===== config.mk =====
export PLATFORM = sky130hd
export DESIGN_NAME = oldest_n_issue_arbiter
export DESIGN_NICKNAME = d
export VERILOG_FILES = /design/src/rtl/rcu_arb_pkg.sv /design/src/rtl/oldest_n_select.sv /design/src/rtl/oldest_n_issue_arbiter.sv
export SDC_FILE = /design/constraint.sdc
export NUM_CORES = 1
export LEC_CHECK = 0
export BUFFER_PORTS_ARGS = -buffer_cell sky130_fd_sc_hd__buf_2
export CORE_MARGIN = 4
export CORE_UTILIZATION = 61
export CTS_CLUSTER_SIZE = 24
export DETAILED_ROUTE_END_ITERATION = 10
export PLACE_DENSITY = 0.82
export SLEW_MARGIN = 25
export SYNTH_ARGS = -nofsm -noshare
export SYNTH_HDL_FRONTEND = slang
export SYNTH_SLANG_ARGS = --single-unit

===== constraint.sdc =====
create_clock -name clk -period 6.2 [get_ports clk]
set_clock_uncertainty 0.15 [all_clocks]
set_input_delay 1.24 -clock clk [delete_from_list [all_inputs] [get_ports clk]]
set_output_delay 1.24 -clock clk [all_outputs]
set_load 0.03 [all_outputs]

===== src/rtl/rcu_arb_pkg.sv =====
// Shared helpers for the RCU age-ordered arbiters: vector rotation, find-first
// and parameter sanity checks. Vectors are carried at a fixed maximum width.
package rcu_arb_pkg;

    localparam int unsigned MAX_SEL = 64;
    localparam int unsigned MAX_SEL_W = 6;

    typedef logic [MAX_SEL-1:0] sel_vec_t;

    // True when sel is a power of two >= 4 and pw == $clog2(sel).
    function automatic bit width_ok(input int unsigned sel, input int unsigned pw);
        return (sel >= 4) && (sel <= MAX_SEL) && ((sel & (sel - 1)) == 0)
               && (pw == $clog2(sel));
    endfunction

    // Rotate the low w bits of v right by amt, so bit amt lands at position 0.
    function automatic sel_vec_t rotr(input sel_vec_t v, input int unsigned amt,
                                      input int unsigned w);
        sel_vec_t r;
        r = '0;
        for (int unsigned i = 0; i < MAX_SEL; i++) begin
            if (i < w) begin
                r[i[MAX_SEL_W-1:0]] = v[MAX_SEL_W'((i + amt) % w)];
            end
        end
        return r;
    endfunction

    // Position of the lowest set bit; 0 when v is empty.
    function automatic int unsigned find_first(input sel_vec_t v);
        int unsigned f;
        f = 0;
        for (int i = MAX_SEL - 1; i >= 0; i--) begin
            if (v[i[MAX_SEL_W-1:0]]) begin
                f = i;
            end
        end
        return f;
    endfunction

endpackage


===== src/rtl/oldest_n_select.sv =====
// Combinational oldest-first N-select: rotate requests so head is bit 0, peel
// off the first N set bits in order, then translate back to absolute indices.
module oldest_n_select
    import rcu_arb_pkg::*;
#(
    parameter int SEL_WIDTH      = 16,
    parameter int PRIORITY_WIDTH = 4,
    parameter int GRANT_NUM      = 2
) (
    input  logic [SEL_WIDTH-1:0]                eff_req_i,
    input  logic [PRIORITY_WIDTH-1:0]           head_i,
    output logic [GRANT_NUM-1:0]                valid_o,
    output logic [GRANT_NUM*PRIORITY_WIDTH-1:0] index_o
);

    sel_vec_t    rem [GRANT_NUM];
    int unsigned ff  [GRANT_NUM];

    assign rem[0] = rotr(sel_vec_t'(eff_req_i), 32'(head_i), SEL_WIDTH);

    genvar gi;
    generate
        for (gi = 0; gi < GRANT_NUM; gi++) begin : g_slot
            assign ff[gi]      = find_first(rem[gi]);
            assign valid_o[gi] = |rem[gi];
            // Index arithmetic wraps naturally because SEL_WIDTH is a power of two.
            assign index_o[gi*PRIORITY_WIDTH +: PRIORITY_WIDTH] =
                valid_o[gi] ? PRIORITY_WIDTH'(ff[gi]) + head_i : '0;
            if (gi < GRANT_NUM - 1) begin : g_next
                assign rem[gi+1] = rem[gi] & ~(sel_vec_t'(1) << ff[gi]);
            end
        end
    endgenerate

endmodule


===== src/rtl/oldest_n_issue_arbiter.sv =====
// Registered oldest-first arbiter granting up to GRANT_NUM entries per cycle.
// Optional perf counters (stall_cnt_o, grant_cnt_o) under OLDEST_ARB_PERF_CNT_EN.
module oldest_n_issue_arbiter
    import rcu_arb_pkg::*;
#(
    parameter int SEL_WIDTH      = 16,
    parameter int PRIORITY_WIDTH = 4,
    parameter int GRANT_NUM      = 2
) (
    input  logic                                clk,
    input  logic                                rst_n,
    input  logic [SEL_WIDTH-1:0]                req_i,
    input  logic [PRIORITY_WIDTH-1:0]           head_adv_i,
    input  logic                                flush_i,
    input  logic [PRIORITY_WIDTH-1:0]           flush_head_i,
    input  logic                                grant_ready_i,
    output logic [GRANT_NUM-1:0]                grant_valid_o,
    output logic [GRANT_NUM*PRIORITY_WIDTH-1:0] grant_index_o,
    output logic [PRIORITY_WIDTH-1:0]           head_ptr_o
`ifdef OLDEST_ARB_PERF_CNT_EN
    ,
    output logic [31:0]                         stall_cnt_o,
    output logic [31:0]                         grant_cnt_o
`endif
);

    localparam bit CFG_OK = width_ok(SEL_WIDTH, PRIORITY_WIDTH)
                            && (GRANT_NUM >= 1) && (GRANT_NUM <= 4);

    generate
        if (!CFG_OK) begin : g_cfg_check
            $error("oldest_n_issue_arbiter: illegal SEL_WIDTH/PRIORITY_WIDTH/GRANT_NUM");
        end
    endgenerate

    logic [PRIORITY_WIDTH-1:0]           head_q, head_d;
    logic [GRANT_NUM-1:0]                valid_q, valid_d;
    logic [GRANT_NUM*PRIORITY_WIDTH-1:0] index_q, index_d;
    logic [SEL_WIDTH-1:0]                held;
    logic [SEL_WIDTH-1:0]                eff_req;
    logic [GRANT_NUM-1:0]                sel_valid;
    logic [GRANT_NUM*PRIORITY_WIDTH-1:0] sel_index;
    logic                                load;

    // Entries already sitting in the output register must not be granted twice.
    always_comb begin
        held = '0;
        for (int k = 0; k < GRANT_NUM; k++) begin
            if (valid_q[k]) begin
                held[index_q[k*PRIORITY_WIDTH +: PRIORITY_WIDTH]] = 1'b1;
            end
        end
    end

    assign eff_req = req_i & ~held;

    oldest_n_select #(
        .SEL_WIDTH      (SEL_WIDTH),
        .PRIORITY_WIDTH (PRIORITY_WIDTH),
        .GRANT_NUM      (GRANT_NUM)
    ) u_select (
        .eff_req_i (eff_req),
        .head_i    (head_q),
        .valid_o   (sel_valid),
        .index_o   (sel_index)
    );

    assign load = (~(|valid_q) | grant_ready_i) & ~flush_i;

    always_comb begin
        head_d  = head_q + head_adv_i;
        valid_d = valid_q;
        index_d = index_q;
        if (flush_i) begin
            head_d  = flush_head_i;
            valid_d = '0;
            index_d = '0;
        end else if (load) begin
            valid_d = sel_valid;
            index_d = sel_index;
        end
    end

    always_ff @(posedge clk or negedge rst_n) begin
        if (!rst_n) begin
            head_q  <= '0;
            valid_q <= '0;
            index_q <= '0;
        end else begin
            head_q  <= head_d;
            valid_q <= valid_d;
            index_q <= index_d;
        end
    end

    assign grant_valid_o = valid_q;
    assign grant_index_o = index_q;
    assign head_ptr_o    = head_q;

`ifdef OLDEST_ARB_PERF_CNT_EN
    logic [31:0] stall_cnt_q, stall_cnt_d;
    logic [31:0] grant_cnt_q, grant_cnt_d;
    logic [32:0] grant_sum;

    assign grant_sum = {1'b0, grant_cnt_q} + 33'($countones(valid_q));

    always_comb begin
        stall_cnt_d = stall_cnt_q;
        grant_cnt_d = grant_cnt_q;
        if ((|valid_q) && !grant_ready_i && (stall_cnt_q != 32'hFFFF_FFFF)) begin
            stall_cnt_d = stall_cnt_q + 32'd1;
        end
        if (grant_ready_i) begin
            grant_cnt_d = grant_sum[32] ? 32'hFFFF_FFFF : grant_sum[31:0];
        end
    end

    always_ff @(posedge clk or negedge rst_n) begin
        if (!rst_n) begin
            stall_cnt_q <= '0;
            grant_cnt_q <= '0;
        end else begin
            stall_cnt_q <= stall_cnt_d;
            grant_cnt_q <= grant_cnt_d;
        end
    end

    assign stall_cnt_o = stall_cnt_q;
    assign grant_cnt_o = grant_cnt_q;
`endif

endmodule

==> results.md, run 1 <==
* Status: completed
* Syn Nets at 460
* Die X at 87.9 um
* Area Growth Syn to Fin at 7.30%
* Vias in the first global route at 3871
* Max FO, Critical Path at 10
* Nets at 487
* Final Wtd Congestion at 0.978
* # hold bufs at CTS at 0
* H-tree depth at 1
* Top cells by count, synth: mux4_2, mux2i_1, nand2_1, o21ai_0, o221ai_1
* Largest net degree at the start of global routing at 29
* Tcrit/Tclk final at 0.953
* Wirelength per Cell at 24.1 um
* CTS Root Cell: clkbuf_8
* Sequential power share at 0.072
* Worst Setup Start Kind: register
* Post-DP Area at 0.00412 mm^2
* Util after Layout at 0.689
* Setup crit end kind: register
* Drt via density at 7.93
* Switching Share at 0.562
* Hpwl dp at 9610 um
* Layout cell share with drive strength beyond 1 at 0.306
* Worst VDD drop at 0.422 mV
* Avg Cell Area, Syn at 9.42 um^2
* Top delay family on crit path: compound AO/OA/AOI/OAI gates
* Crit path largest cell delay at 0.83 ns
* Min-delay src: grant_index_o[2]
* Ant. Diodes at 0
* GRT Overall Usage at 0.327
* DRC at 0
* Pwr/cell area at 597 mW/mm^2
* Starting density of the core at 0.642
* Vias at 4066
* Clock power frac at 0.029
* Arrival time at the worst endpoint at 5.94 ns
* Clock tree from TritonCTS: built
* Yosys top cell area share at 0.203
* Worst Tran Pin Value at 0.878 ns
* RSZ-0062 raised after global routing: false
* Critical R2R Launch: grant_index_o[7]
* Clock Path Buffers at 2
* Worst Setup SP: grant_index_o[7]
* Number of synthesized flops with an enable pin at 0
* Max Transition Viols Final at 0
* Synthesized netlist cell count at 413
* CTS Buf Count at 3
* YS warnings at 0
* CTS Sinks at 14
* # IOs at 42
* WL final at 12300 um
* TritonRoute pass-1 iters at 10
* Count of final setup violators at 0
* Hold WC Path Type: reg2reg
* Hold Violations, Final at 0
* Seq cells post-synth at 14
* FMAX at 0.169 GHz
* Die area at 0.00772 mm^2
* Leak at 1.60 nW
* Critical path class: reg2reg
* Initial antenna violation count at 0
* Port Buffers at 41
* Synth Flop Type: dfrtp_1
* Global-route wire length before repair at 19900 um
* Slew HR at 0.415
* Core region area at 0.00606 mm^2
* Final setup TNS at 0 ns
* Clock transition at path regs at 0.05 ns
* Overflow after GRT at 0
* Setup Buffers After CTS at 0
* Final Instance Area at 0.00417 mm^2
* Synth area leaders: mux4_2, dfrtp_1, mux2i_1
* Number of routed nets with antenna violations at 0
* Die Y at 87.9 um
* Synth area leader: mux4_2
* Critical Path RT at 6.23 ns
* Critical path cell sequence: nand3b_1, o221ai_1, mux2i_1, mux4_2, o221ai_1, o21ai_0, nor3_1, nand3_1, o22ai_1, nor2b_1, o21bai_1, a21oi_1, ha_1, a21o_1, a21oi_1, xnor2_1, or3_1, nand3_1
* Post-layout minimum cycle time at 5.91 ns
* Pint at 1.09 mW
* Most common cell in the synthesized netlist: mux4_2
* Sequential share of the synthesized area at 0.0901
* Total of max-cap violations at 0
* Comb pwr share at 0.899
* # rows at 28
* Iteration-0 DRC Markers at 504
* Worst path bufs/invs at 0
* Latest clock arrival within the worst-skew pair at 0.24 ns
* CP max-delay cell: o221ai_1
* Post-CTS sizing at 0
* Switching pwr at 1.40 mW
* Post-Syn Area at 0.00389 mm^2
* Yosys cell types at 80
* Post-synthesis async set-or-reset flop share at 1.00
-- metal layers --
| layer | global-route usage | routed length [um] | vias to the layer above |
|---|---|---|---|
| li1 | - | - | 1762 |
| met1 | 0.465 | 4890 | 1920 |
| met2 | 0.512 | 5630 | 331 |
| met3 | 0.0452 | 1430 | 53 |
| met4 | 0.110 | 386 | 0 |
| met5 | 0 | 0 | - |
-- sequential cells by signal, indices dropped and copies added (netlist names) --
signal         flops
grant_index_o      8
grant_valid_o      2
head_ptr_o         4
-- cell type report --
| class | count | area, um^2 |
|---|---|---|
| clock buffers | 3 | 41.3 |
| fillers | 493 | 1890 |
| inverters | 12 | 45.0 |
| multi-input cells | 359 | 3370 |
| flip-flops and latches | 14 | 350 |
| well taps | 75 | 93.8 |
| repair buffers | 50 | 273 |
-- through the flow --
step           total power [mW]  worst slack, ns  std cells  hold WS [ns]
6_report                   2.49            0.289        513         0.454
5_1_grt                    2.66           0.0301        513         0.499
4_1_cts                    2.42            0.449        513         0.442
3_5_place_dp               2.34            0.467        510         0.428
3_3_place_gp               2.29            0.593        510         0.407
2_1_floorplan              1.83            0.428        413         0.548
-- final timing paths --
check	endpoint	cells past startpoint	slack, ns
max reg2reg	grant_index_o[7]	18	0.29
max in group asynchronous	head_ptr_o[3]	1	4.93
max	grant_index_o[7]	18	0.29
min reg2reg	grant_index_o[2]	2	0.45
min	grant_index_o[2]	2	0.45
min in group asynchronous	grant_valid_o[0]	1	0.73
-- layout by cell type (no fill, tap or decap), types with 5 or more instances in the layout --
master and count:
nand3b_1 5, a21o_1 6, nand3_1 10, mux2i_1 26, dfrtp_1 14, buf_4 9, mux2_2 11, xnor2_1 9
nand2_1 26, o221a_2 13, mux4_2 35, nand2b_1 6, nor2_1 19, o21ai_0 26, o22ai_1 16, ha_1 16
a22o_1 6, a21oi_1 15, xor2_1 7, inv_1 10, o221ai_1 21, buf_2 41
-- cells by family (layout without fill, tap and decap cells) --
kind of cell	Yosys count	count (layout)	synth area share
XOR/XNOR	18	18	0.0444
multiplexers	73	73	0.305
flip-flops	14	14	0.0901
buffers and inverters	40	65	0.0466
AO/OA/AOI/OAI	149	149	0.304
AND/OR/NAND/NOR	99	99	0.140
adder cells (fa/ha/maj)	20	20	0.0698
-- worst register-to-register path, stage by stage, from the launching register on --
cell	delay, ns
dfrtp_1	0.44
nand3b_1	0.43
o221ai_1	0.83
mux2i_1	0.22
mux4_2	0.57
o221ai_1	0.18
o21ai_0	0.20
nor3_1	0.60
nand3_1	0.34
o22ai_1	0.27
nor2b_1	0.18
o21bai_1	0.08
a21oi_1	0.26
ha_1	0.29
a21o_1	0.16
a21oi_1	0.17
xnor2_1	0.10
or3_1	0.32
nand3_1	0.09
-- power groups by stage --
| stage | clock network (mW) | logic [mW] | registers, mW |
|---|---|---|---|
| detailed placement | 0 | 2.16 | 0.179 |
| floorplan | 0 | 1.62 | 0.215 |
| global route | 0.0785 | 2.40 | 0.186 |
| global placement | 0 | 2.12 | 0.177 |
| finish | 0.0721 | 2.24 | 0.180 |
| CTS | 0.0732 | 2.17 | 0.178 |
Power figures use the tool's default switching activity.
==> inputs of run 2 (changes only) <==
--- a/config.mk
+++ b/config.mk
@@ -7,11 +7,12 @@
 export LEC_CHECK = 0
 export BUFFER_PORTS_ARGS = -buffer_cell sky130_fd_sc_hd__buf_2
 export CORE_MARGIN = 4
-export CORE_UTILIZATION = 61
+export CORE_UTILIZATION = 60
 export CTS_CLUSTER_SIZE = 24
 export DETAILED_ROUTE_END_ITERATION = 10
-export PLACE_DENSITY = 0.82
+export PLACE_DENSITY = 0.83
 export SLEW_MARGIN = 25
 export SYNTH_ARGS = -nofsm -noshare
 export SYNTH_HDL_FRONTEND = slang
+export SYNTH_HIERARCHICAL = 1
 export SYNTH_SLANG_ARGS = --single-unit
==> run 2 against run 1 <==
  * Cell count shrank 13%
  * Wire length down 31%
  * Area after synthesis shrank 19%
  * Flip-flop and latch count did not move
  * Critical path depth increased by 1
  * Worst hold slack improved by 0.034 ns
  * Non-clock buffer count grew 2
  * Maximum frequency grew 1.3%
  * Die area is 16% lower
  * Total power down 20%
  * Global-route usage fell by 5.1 points
  * Critical endpoint is now grant_index_o[6]
==> results.md, run 2 <==
* Synth area leaders: mux4_2, dfrtp_1, ha_1
* FMAX at 0.171 GHz (+1.3%)
* Fill cells at 387 (-22%)
* Hold Path Depth at 1 (-1)
* Top cells by count, synth: inv_1, mux4_2, nand3_1
* Starting density of the core at 0.617 (-0.0252)
* Setup crit end kind: register
* # IOs at 42 (unchanged)
* Max reg flops at 8 (unchanged)
* Arrival time at the worst endpoint at 5.82 ns (-0.12 ns)
* Overflow after GRT at 0 (unchanged)
* Vias in the first global route at 2862 (-26%)
* Leak at 1.59 nW (-0.70%)
* Max Transition Viols Final at 0 (unchanged)
* Worst hold margin at 0.487 ns (+0.0338 ns)
* Final Instance Area at 0.00351 mm^2 (-16%)
* Worst Setup Start Kind: input port
* Layout cell share with drive strength beyond 1 at 0.279 (-0.0274)
* YS warnings at 6 (+6)
* Sequential share of the synthesized area at 0.111 (+0.0212)
* Avg Cell Area, Syn at 9.46 um^2 (+0.41%)
* Slew HR at 0.459 (+0.0443)
* Seq cells post-synth at 14 (unchanged)
* Drt via density at 6.78 (-14%)
* GRT Overall Usage at 0.276 (-0.0506)
* Nets at 425 (-13%)
* Top delay family on crit path: compound AO/OA/AOI/OAI gates
* Final Wtd Congestion at 1.07 (+10%)
* Hold WC Path Type: reg2reg
* Hpwl dp at 6700 um (-30%)
* Area Growth Syn to Fin at 11.4%
* Clock Path Buffers at 2 (unchanged)
* CTS Root Cell: clkbuf_8
* TritonRoute pass-1 iters at 5 (-5)
* Die Y at 80.5 um (-8.4%)
* Total of max-cap violations at 0 (unchanged)
* Critical path class: in2reg
* Post-Syn Area at 0.00315 mm^2 (-19%)
* Synth Flop Type: dfrtp_1
* Core region area at 0.00511 mm^2 (-16%)
* Port Buffers at 41 (unchanged)
* RSZ-0062 raised after global routing: false
* DRC at 0 (unchanged)
* Global-route wire length before repair at 14000 um (-30%)
* Clock tree from TritonCTS: built
* Die area at 0.00647 mm^2 (-16%)
* CTS Buf Count at 3 (unchanged)
* Number of routed nets with antenna violations at 0 (unchanged)
* Number of synthesized flops with an enable pin at 0 (unchanged)
* Pwr/cell area at 570 mW/mm^2 (-4.4%)
* Critical path cell sequence: buf_2, o21ai_0, a21oi_1, mux4_2, mux4_2, nand2b_1, a221oi_1, buf_4, nand2_1, o21ai_0, o311ai_1, a31oi_1, o21ai_1, ha_1, fa_1, xnor2_1, nor2_1, and2b_1, mux2_2
* Synth area leader: mux4_2
* Latest clock arrival within the worst-skew pair at 0.25 ns (about the same)
* Clock transition at path regs at 0.06 ns (about the same)
* Most common cell in the synthesized netlist: inv_1
* CTS Sinks at 14 (unchanged)
* Wirelength per Cell at 18.9 um (-21%)
* Syn Nets at 380 (-17%)
* Count of final setup violators at 0 (unchanged)
* Final setup TNS at 0 ns (unchanged)
* Crit path largest cell delay at 0.54 ns (-0.29 ns)
* H-tree depth at 1 (unchanged)
* # rows at 26 (-7.1%)
* Iteration-0 DRC Markers at 289 (-43%)
* Final Total Pwr at 2.00 mW (-20%)
* Worst path bufs/invs at 2 (+2)
* Post-synthesis async set-or-reset flop share at 1.00 (unchanged)
* Hold Violations, Final at 0 (unchanged)
* Worst Tran Pin Value at 0.811 ns (-0.0664 ns)
* Yosys top cell area share at 0.186 (-0.0167)
* Levels on crit path at 19 (+1)
* WL final at 8450 um (-31%)
* Setup Buffers After CTS at 0 (unchanged)
* Post-layout minimum cycle time at 5.84 ns (-0.0761 ns)
* Worst Setup SP: req_i[10]
* Critical Path RT at 6.19 ns (-0.04 ns)
* Critical R2R Launch: grant_valid_o[0]
* Vias at 3032 (-25%)
* Largest net degree at the start of global routing at 26 (-10%)
* Yosys cell types at 62 (-23%)
* Reg area at 350 um^2 (unchanged)
* Die X at 80.5 um (-8.4%)
* Initial antenna violation count at 0 (unchanged)
* Worst VDD drop at 0.398 mV (-5.8%)
* Status: completed
* Synthesized netlist cell count at 333 (-19%)
* CP max-delay cell: mux4_2
* Min-delay src: grant_index_o[6]
* Post-DP Area at 0.00345 mm^2 (-16%)
* Max FO, Critical Path at 10 (unchanged)
* Most frequent cells in the layout: buf_2, inv_1, mux4_2
* Worst R2R Path Depth at 19 (+1)
* Post-CTS sizing at 0 (unchanged)
* Most common cell after layout, fill and taps aside: buf_2
* Area occupied by multi-input gates at 0.00259 mm^2 (-23%)
* # hold bufs at CTS at 0 (unchanged)
* Ant. Diodes at 0 (unchanged)
* Tcrit/Tclk final at 0.941 (-0.0123)
-- run 2: cell types whose count changed in the layout (fill, tap and decap cells not counted), moves of 6 or more --
| cell | previous run | this run |
|---|---|---|
| a221oi_1 | 1 | 12 |
| mux4_1 | 0 | 7 |
| mux4_2 | 35 | 26 |
| mux2i_1 | 26 | 13 |
| inv_1 | 10 | 36 |
| nand3_1 | 10 | 19 |
| o21ai_0 | 26 | 11 |
| a22o_1 | 6 | 0 |
| o221a_2 | 13 | 0 |
| nor2b_1 | 3 | 13 |
| nand2_1 | 26 | 13 |
| and3_1 | 0 | 7 |
| o22ai_1 | 16 | 2 |
| o221ai_1 | 21 | 0 |
-- run 2: logic make-up after synthesis --
kind of cell,synth area share
XOR/XNOR,0.0497
multiplexers,0.332
adder cells (fa/ha/maj),0.0862
flip-flops,0.111
buffers and inverters,0.0671
AND/OR/NAND/NOR,0.193
AO/OA/AOI/OAI,0.161
-- run 2: layout make-up --
cell class / instances / share of cell area
well taps: 70 / 0.0250
clock buffers: 4 / 0.0157
flip-flops and latches: 14 / 0.0999
inverters: 37 / 0.0396
repair buffers: 52 / 0.0821
multi-input cells: 270 / 0.738
-- run 2: worst register-to-register path: cells and delay by family (launching register included) --
family / cells / cell delay [ns]
buf+inv: 1 / 0.26
xor+xnor: 1 / 0.22
mux: 3 / 1.27
compound gates: 5 / 1.29
fa+ha+maj: 2 / 0.62
simple gates: 7 / 1.30
flops: 1 / 0.50
-- run 2: through the flow --
stage / cells / util / worst slack (ns)
after floorplan: 333 / - / 0.175
after global placement: 443 / 0.676 / 0.291
after detailed placement: 443 / 0.676 / 0.233
after CTS: 447 / 0.687 / 0.485
after global routing: 447 / 0.687 / 0.108
final: 447 / 0.687 / 0.365
-- run 2: where the power goes --
part	switching [mW]	internal (mW)	total, mW
Combinational	0.968	0.757	1.73
Sequential	0.0640	0.121	0.185
Clock	0.0341	0.0563	0.0904
Total	1.07	0.934	2.00
-- run 2: per-layer routing --
metal	up-vias	share of wire	global-route usage	routed length (um)
met3	22	0.077	0.0359	651
met1	1449	0.40	0.353	3380
met2	180	0.50	0.488	4210
met4	0	0.025	0.0777	213
met5	-	0	0	0
li1	1381	-	-	-
-- run 2: worst paths after layout --
path	to	slack, ns
min	grant_index_o[6]	0.49
max	grant_index_o[6]	0.36
min in group asynchronous	head_ptr_o[3]	0.73
max in group asynchronous	grant_index_o[1]	4.93
min reg2reg	grant_index_o[6]	0.49
max reg2reg	grant_index_o[6]	0.50
